--- config.mk ---
export PLATFORM = sky130hd
export DESIGN_NAME = wave_sequencer
export DESIGN_NICKNAME = d
export VERILOG_FILES = /design/src/rtl/wave_seq_pkg.sv /design/src/rtl/wave_seg_table.sv /design/src/rtl/wave_sequencer.sv
export SDC_FILE = /design/constraint.sdc
export NUM_CORES = 1
export LEC_CHECK = 0
export CAP_MARGIN = 5
export CORE_MARGIN = 2
export CORE_UTILIZATION = 55
export DETAILED_ROUTE_END_ITERATION = 10
export HOLD_SLACK_MARGIN = 0.02
export PLACE_DENSITY_LB_ADDON = 0.12
export SLEW_MARGIN = 20
export SYNTH_ARGS = -nofsm -noshare
export SYNTH_HDL_FRONTEND = slang
export SYNTH_SLANG_ARGS = --single-unit
export TNS_END_PERCENT = 10
--- constraint.sdc ---
create_clock -name clock -period 2.3 [get_ports clock]
set_clock_uncertainty 0.1 [all_clocks]
set_input_delay 0.345 -clock clock [delete_from_list [all_inputs] [get_ports clock]]
set_output_delay 0.345 -clock clock [all_outputs]
set_load 0.1 [all_outputs]
--- src/rtl/wave_seq_pkg.sv ---
// Shared types and constants for the waveform segment sequencer.
package wave_seq_pkg;

  typedef enum logic {
    IDLE = 1'b0,
    RUN  = 1'b1
  } state_t;

  localparam logic MODE_CONT    = 1'b0;
  localparam logic MODE_ONESHOT = 1'b1;

endpackage

--- src/rtl/wave_seg_table.sv ---
// Segment table: NUM_SEG entries of (level, dwell), synchronous write,
// combinational read, cleared by reset.
module wave_seg_table #(
  parameter int DATA_W  = 13,
  parameter int CNT_W   = 16,
  parameter int NUM_SEG = 8,
  parameter int SEG_W   = $clog2(NUM_SEG)
) (
  input  logic              clock,
  input  logic              reset,
  input  logic              we,
  input  logic [SEG_W-1:0]  waddr,
  input  logic [DATA_W-1:0] wlevel,
  input  logic [CNT_W-1:0]  wdwell,
  input  logic [SEG_W-1:0]  raddr,
  output logic [DATA_W-1:0] rlevel,
  output logic [CNT_W-1:0]  rdwell
);

  logic [DATA_W-1:0] level_reg [NUM_SEG];
  logic [CNT_W-1:0]  dwell_reg [NUM_SEG];

  // Addresses at or beyond NUM_SEG match no entry, so such writes are dropped.
  always_ff @(posedge clock) begin
    for (int i = 0; i < NUM_SEG; i++) begin
      if (reset) begin
        level_reg[i] <= '0;
        dwell_reg[i] <= '0;
      end else if (we && (waddr == SEG_W'(i))) begin
        level_reg[i] <= wlevel;
        dwell_reg[i] <= wdwell;
      end
    end
  end

  assign rlevel = level_reg[raddr];
  assign rdwell = dwell_reg[raddr];

endmodule

--- src/rtl/wave_sequencer.sv ---
// Programmable segment sequencer: steps a registered output level through
// the segment table, holding each level for dwell+1 cycles.
module wave_sequencer
  import wave_seq_pkg::*;
#(
  parameter int              DATA_W     = 13,
  parameter int              CNT_W      = 16,
  parameter int              NUM_SEG    = 8,
  parameter logic [DATA_W-1:0] IDLE_LEVEL = '0,
  localparam int             SEG_W      = $clog2(NUM_SEG)
) (
  input  logic              clock,
  input  logic              reset,
  input  logic              cfg_we,
  input  logic [SEG_W-1:0]  cfg_addr,
  input  logic [DATA_W-1:0] cfg_level,
  input  logic [CNT_W-1:0]  cfg_dwell,
  input  logic [SEG_W-1:0]  cfg_last,
  input  logic              mode,
  input  logic              start,
  input  logic              stop,
  output logic [DATA_W-1:0] out,
  output logic [SEG_W-1:0]  seg_idx,
  output logic              seg_strobe,
  output logic              busy,
  output logic              done
);

  state_t            state_reg;
  logic [CNT_W-1:0]  cnt_reg;
  logic [CNT_W-1:0]  dwell_cur_reg;
  logic [SEG_W-1:0]  last_reg;
  logic              mode_reg;

  logic [SEG_W-1:0]  last_clamped;
  logic [SEG_W-1:0]  rd_idx;
  logic [DATA_W-1:0] rd_level;
  logic [CNT_W-1:0]  rd_dwell;

  generate
    if (NUM_SEG == (1 << SEG_W)) begin : g_full_range
      assign last_clamped = cfg_last;
    end else begin : g_clamp
      assign last_clamped = (cfg_last > SEG_W'(NUM_SEG - 1)) ? SEG_W'(NUM_SEG - 1) : cfg_last;
    end
  endgenerate

  // Index of the segment to be entered next; the table is read combinationally
  // so a write landing on the entry edge is not seen until the following pass.
  assign rd_idx = (state_reg == RUN && seg_idx != last_reg) ? seg_idx + SEG_W'(1) : '0;

  wave_seg_table #(
    .DATA_W  (DATA_W),
    .CNT_W   (CNT_W),
    .NUM_SEG (NUM_SEG),
    .SEG_W   (SEG_W)
  ) u_table (
    .clock  (clock),
    .reset  (reset),
    .we     (cfg_we),
    .waddr  (cfg_addr),
    .wlevel (cfg_level),
    .wdwell (cfg_dwell),
    .raddr  (rd_idx),
    .rlevel (rd_level),
    .rdwell (rd_dwell)
  );

  always_ff @(posedge clock) begin
    if (reset) begin
      state_reg     <= IDLE;
      out           <= IDLE_LEVEL;
      seg_idx       <= '0;
      seg_strobe    <= 1'b0;
      busy          <= 1'b0;
      done          <= 1'b0;
      cnt_reg       <= '0;
      dwell_cur_reg <= '0;
      last_reg      <= '0;
      mode_reg      <= MODE_CONT;
    end else begin
      seg_strobe <= 1'b0;
      done       <= 1'b0;
      if (stop) begin
        state_reg <= IDLE;
        out       <= IDLE_LEVEL;
        seg_idx   <= '0;
        busy      <= 1'b0;
        cnt_reg   <= '0;
      end else begin
        case (state_reg)
          IDLE: begin
            if (start) begin
              state_reg     <= RUN;
              busy          <= 1'b1;
              mode_reg      <= mode;
              last_reg      <= last_clamped;
              seg_idx       <= '0;
              out           <= rd_level;
              dwell_cur_reg <= rd_dwell;
              cnt_reg       <= '0;
              seg_strobe    <= 1'b1;
            end
          end
          RUN: begin
            // Equality compare lets dwell = all-ones run without overflow.
            if (cnt_reg != dwell_cur_reg) begin
              cnt_reg <= cnt_reg + CNT_W'(1);
            end else if (seg_idx != last_reg || mode_reg == MODE_CONT) begin
              seg_idx       <= rd_idx;
              out           <= rd_level;
              dwell_cur_reg <= rd_dwell;
              cnt_reg       <= '0;
              seg_strobe    <= 1'b1;
            end else begin
              state_reg <= IDLE;
              out       <= IDLE_LEVEL;
              seg_idx   <= '0;
              busy      <= 1'b0;
              cnt_reg   <= '0;
              done      <= 1'b1;
            end
          end
        endcase
      end
    end
  end

endmodule

==> results of run 1 <==
==> placed cells by master, fill, tap and decap left out, drive strengths merged, types with 13 or more instances in the layout <==
cell type / synthesis / routed
o21ai: 33 / 33
xor2: 21 / 21
mux2i: 52 / 52
a22o: 13 / 13
a31oi: 13 / 13
a221oi: 16 / 16
and2: 235 / 235
dfxtp: 56 / 56
clkbuf: 50 / 52
a22oi: 45 / 45
buf: 18 / 93
mux4: 13 / 13
nand2: 52 / 52
clkdlybuf4s50: 0 / 40
mux2: 16 / 16
edfxtp: 232 / 232
nor2: 64 / 64
==> power groups by stage <==
stage / Clock (uW) / Combinational [uW] / Sequential (uW)
final: 4840 / 960 / 6040
after global routing: 5090 / 1030 / 6060
after CTS: 4910 / 961 / 6040
after detailed placement: 0 / 958 / 6150
after global placement: 0 / 948 / 6140
after floorplan: 0 / 434 / 6200
==> logic make-up after synthesis <==
kind of cell | count (synthesis) | synth area share
AOI/OAI and AO/OA | 163 | 0.0908
buffers and inverters | 74 | 0.0241
and+or+nand+nor | 391 | 0.167
adders and majority gates | 2 | 0.00193
xor gates and xnor gates | 23 | 0.0156
DFF | 288 | 0.624
muxes | 81 | 0.0767
==> metrics by stage <==
stage	utilization	cells	TNS (ns)
global placement	0.629	1406	0
global route	0.673	1464	-0.0393
detailed placement	0.629	1406	-0.0204
floorplan	-	1022	-22.70
finish	0.673	1464	0
CTS	0.672	1464	0
==> critical path: stages, from the launching register on <==
cell      delay (ns)
dfxtp_4         0.34
buf_4           0.14
xor2_1          0.18
or4_4           0.57
nand3b_1        0.15
o22ai_4         0.10
and2b_4         0.26
a22o_1          0.24
==> layer usage <==
layer | GRT usage | vias to the layer above | routed length [um] | part of all wire
met5 | 0 | - | 0 | 0
li1 | - | 3925 | - | -
met2 | 0.426 | 329 | 15100 | 0.47
met3 | 0.0355 | 57 | 2350 | 0.073
met1 | 0.374 | 4145 | 13800 | 0.43
met4 | 0.0714 | 0 | 749 | 0.023
==> worst paths after layout <==
kind,start,endpoint
setup / recovery,seg_idx[0],out[6]
hold / removal,mode,mode_reg
hold reg to reg,out[2],out[2]
setup reg to reg,seg_idx[0],out[6]
==> cell type report <==
cell class / count / area, um2
repair buffers: 133 / 1440
flip-flops and latches: 288 / 8100
inverters: 6 / 22.5
fillers: 1746 / 7610
well taps: 319 / 399
multi-input cells: 660 / 4710
clock inverters: 6 / 85.1
clock buffers: 52 / 898
==> results.sh, run 1 <==
export IMPL_clockBufferDepth=3
export IMPL_grt_setup_unrepaired="yes"
export IMPL_ant_nets=0
export IMPL_drt_total_wl_um=32000
export IMPL_ff2ff_path_depth=7
export IMPL_slew_viol_final=0
export IMPL_synth_edf_count=232
export IMPL_post_synth_cell_area_avg_um2=12.7
export IMPL_pwr_share_seq=0.510
export IMPL_largest_reg_flops=128
export IMPL_min_period_ns=2.21
export IMPL_async_flop_share=0
export IMPL_dp_hpwl_um=20200
export IMPL_reg2reg_slack_ns=0.09
export IMPL_antenna_found_initial=0
export IMPL_first_pass_iters=5
export IMPL_overflow=0
export IMPL_hold_class="input port to flop"
export IMPL_dpl_instance_area_um2=14600
export IMPL_ys_ff_latch=288
export IMPL_p_comb_frac=0.081
export IMPL_cts_hold_buf=0
export IMPL_clkTransAtPathRegs_ns=0.06
export IMPL_cap_violations=0
export IMPL_vias=8456
export IMPL_finalCritPeriodShare=0.961
export IMPL_grt_pass1_wl_um=48400
export IMPL_cts_inserted_buffers=31
export IMPL_yosys_top_cells_area="edfxtp_1 54%, and2_1 11%, dfxtp_1 8.7%, mux2i_1 4.0%, a22oi_1 2.6%"
export IMPL_cp_end_kind="flop"
export IMPL_cts_root_buf="clkbuf_16"
export IMPL_grt_total_usage=0.262
export IMPL_clk_latency_ns=0.56
export IMPL_switching_share=0.224
export IMPL_area_growth_pct=20.9
export IMPL_synth_warnings=0
export IMPL_timing_final_hold_violations=0
export IMPL_coreArea_um2=23300
export IMPL_clkPwrFrac=0.409
export IMPL_stdcell_area_um2=15700
export IMPL_start_util=0.557
export IMPL_intPower_uw=9190
export IMPL_p_sw_uw=2650
export IMPL_worst_path_max_fanout=14
export IMPL_finalPower_uw=11800
export IMPL_synth_top_area_frac=0.538
export IMPL_vdd_drop_max_uv=744
export IMPL_max_slew_margin=0.642
export IMPL_wl_per_cell_um=21.9
export IMPL_synthCells=1022
export IMPL_rows=56
export IMPL_setup_viol=0
export IMPL_drt_iter0_markers=789
export IMPL_dp_slack_ns=-0.0204
export IMPL_vias_per_cell=5.78
export IMPL_numPortBuffers=59
export IMPL_grt_pass1_vias=8334
export IMPL_required_ns=2.65
export IMPL_yosysTopAreaCell="edfxtp_1"
export IMPL_die_area_um2=24800
export IMPL_die_height_um=157
export IMPL_worst_slack_ns=0.0908
export IMPL_arrival_ns=2.56
export IMPL_cts_resized=1
export IMPL_start_kind="flop"
export IMPL_yosys_cell_types_count=47
export IMPL_fmax_mhz=453
export IMPL_ys_seq_area_frac=0.624
export IMPL_status="completed"
export IMPL_drive_gt1_frac=0.175
export IMPL_syn_num_nets=1065
export IMPL_num_antenna_cells=0
export IMPL_die_width_um=157
export IMPL_criticalPathCategory="flop to flop"
export IMPL_route_detailed_drc=0
export IMPL_worstMarginPinSlew_ns=0.536
export IMPL_nNetsFinal=1163
export IMPL_cts_tree="yes"
export IMPL_grt_max_degree=67
export IMPL_netlist_top_cells_count="235 x and2_1, 232 x edfxtp_1, 64 x nor2_1"
export IMPL_cts_setup_buffers=0
export IMPL_synth_flop_cell="edfxtp_1"
export IMPL_gp_congestion=0.797
export IMPL_cts_sinks=288
export IMPL_power_density_nw_per_um2=757
export IMPL_hold_depth=3
export IMPL_timing_hold_ws_ns=0.298
export IMPL_syn_area_um2=13000
export IMPL_cellLeakagePower_uw=0.00568
export IMPL_synth_most_common_cell="and2_1"
export IMPL_pin_count=60
export IMPL_htreeDepth=1
No activity file was read; power rests on OpenSTA's default activity.
==> run 2, diff against run 1 <==
- CORE_UTILIZATION: 55 -> 57
- CTS_BUF_LIST: not set -> sky130_fd_sc_hd__clkbuf_8
==> results.sh, run 2 (synthesis results as in run 1) <==
export IMPL_status="completed"
export IMPL_clockBufferDepth=3
export IMPL_layout_area_seq_um2=8100
export IMPL_cts_setup_buffers=0
export IMPL_multi_input_area_um2=4740
export IMPL_cts_sinks=288
export IMPL_wl_per_cell_um=22.0
export IMPL_grt_pass1_wl_um=49300
export IMPL_met1_usage=0.391
export IMPL_num_fill_cells=1618
export IMPL_first_pass_iters=5
export IMPL_arrival_ns=2.54
export IMPL_drt_total_wl_um=32000
export IMPL_fmax_mhz=458
export IMPL_setup_viol=0
export IMPL_die_height_um=155
export IMPL_finalNonFillerCells=1456
export IMPL_cts_tree="yes"
export IMPL_max_slew_margin=0.653
export IMPL_coreArea_um2=22500
export IMPL_route_detailed_drc=0
export IMPL_num_antenna_cells=0
export IMPL_layout_common_cells="235 x and2_1, 232 x edfxtp_1, 60 x buf_4"
export IMPL_required_ns=2.66
export IMPL_ant_nets=0
export IMPL_path_cells="xor2_1 > o31a_1 > buf_12 > nand2_1 > buf_12 > nor2_1 > nor2_1 > a22o_1"
export IMPL_nNetsFinal=1175
export IMPL_grt_use_met2=0.432
export IMPL_antenna_found_initial=3
export IMPL_drive_gt1_frac=0.182
export IMPL_numPortBuffers=59
export IMPL_clk_latency_ns=0.57
export IMPL_grt_setup_unrepaired="no"
export IMPL_r2r_start="seg_idx[2]"
export IMPL_cp_end_kind="flop"
export IMPL_dp_cells=1367
export IMPL_vias_per_cell=5.88
export IMPL_cap_violations=0
export IMPL_criticalPathCategory="flop to flop"
export IMPL_cellLeakagePower_uw=0.00570
export IMPL_die_area_um2=23900
export IMPL_startpoint="seg_idx[2]"
export IMPL_drt_iter0_markers=882
export IMPL_overflow=0
export IMPL_gp_congestion=0.804
export IMPL_dp_hpwl_um=20200
export IMPL_hold_class="input port to flop"
export IMPL_finalCritPeriodShare=0.949
export IMPL_start_util=0.576
export IMPL_gr_usage_met3=0.0513
export IMPL_rows=55
export IMPL_top_usage_layer="met2"
export IMPL_largest_reg_flops=128
export IMPL_htreeDepth=2
export IMPL_vdd_drop_max_uv=498
export IMPL_cts_inserted_buffers=48
export IMPL_min_period_ns=2.18
export IMPL_mostFrequentLayoutCell="and2_1"
export IMPL_die_width_um=155
export IMPL_vias=8562
export IMPL_cts_root_buf="clkbuf_8"
export IMPL_slowest_delay_ns=0.41
export IMPL_timing_final_hold_violations=0
export IMPL_pin_count=60
export IMPL_grt_total_usage=0.273
export IMPL_clkTransAtPathRegs_ns=0.06
export IMPL_slowest_stage="dfxtp_4"
export IMPL_slew_viol_final=0
export IMPL_start_kind="flop"
export IMPL_grt_max_degree=66
export IMPL_power_density_nw_per_um2=718
export IMPL_area_growth_pct=19.5
export IMPL_worstMarginPinSlew_ns=0.520
export IMPL_worst_path_max_fanout=33
export IMPL_min_from="cfg_last[2]"
export IMPL_setup_tns_ns=0
export IMPL_grt_pass1_vias=8501
run 2: what timing repair did:
| action | 4_1_cts | 5_1_grt |
|---|---|---|
| endpoints found under the setup margin | 1 | 15 |
| hold buffers | 0 | 0 |
| gates resized for setup | 1 | 11 |
run 2: report_power, final:
group	internal (uW)	switching, uW
logic	389	578
clock network	2080	2030
registers	5940	98.8
run 2: area by class of cell:
class,count,share of cell area
clock buffer,52,0.0462
multi-input combinational,660,0.306
sequential,288,0.523
tap,285,0.0230
timing repair buffer,128,0.0900
clock inverter,37,0.00986
inverter,6,0.00145
run 2: final timing paths:
check | endpoint | slack, ns | cells after the start
max | out[2] | 0.12 | 8
min | last_reg[2] | 0.32 | 3
max reg2reg | out[2] | 0.12 | 8
min reg2reg | out[7] | 0.38 | 1
run 2: worst max-delay path: cells and delay by family (launching register included):
kind	cells	cell delay (ns)
AO/OA/AOI/OAI	2	0.44
AND/OR/NAND/NOR	3	0.40
XOR/XNOR	1	0.28
flip-flops	1	0.41
buffers and inverters	2	0.45
run 2: through the flow:
stage	area [um2]	setup WS [ns]	utilization	hold slack (ns)	total power, uW
floorplan	13000	-0.152	-	0.360	6630
global placement	14500	-0.199	0.646	0.364	7070
detailed placement	14500	-0.00626	0.646	0.369	7100
CTS	15400	0.0419	0.685	0.299	11200
global route	15500	0.0168	0.688	0.329	11500
finish	15500	0.116	0.688	0.320	11100
run 2: routing by layer:
metal / routed length, um / part of all wire / up-vias
li1: - / - / 3966
met1: 14100 / 0.44 / 4211
met2: 15100 / 0.47 / 322
met3: 2200 / 0.069 / 59
met4: 602 / 0.019 / 4
met5: 25 / 0.00078 / -
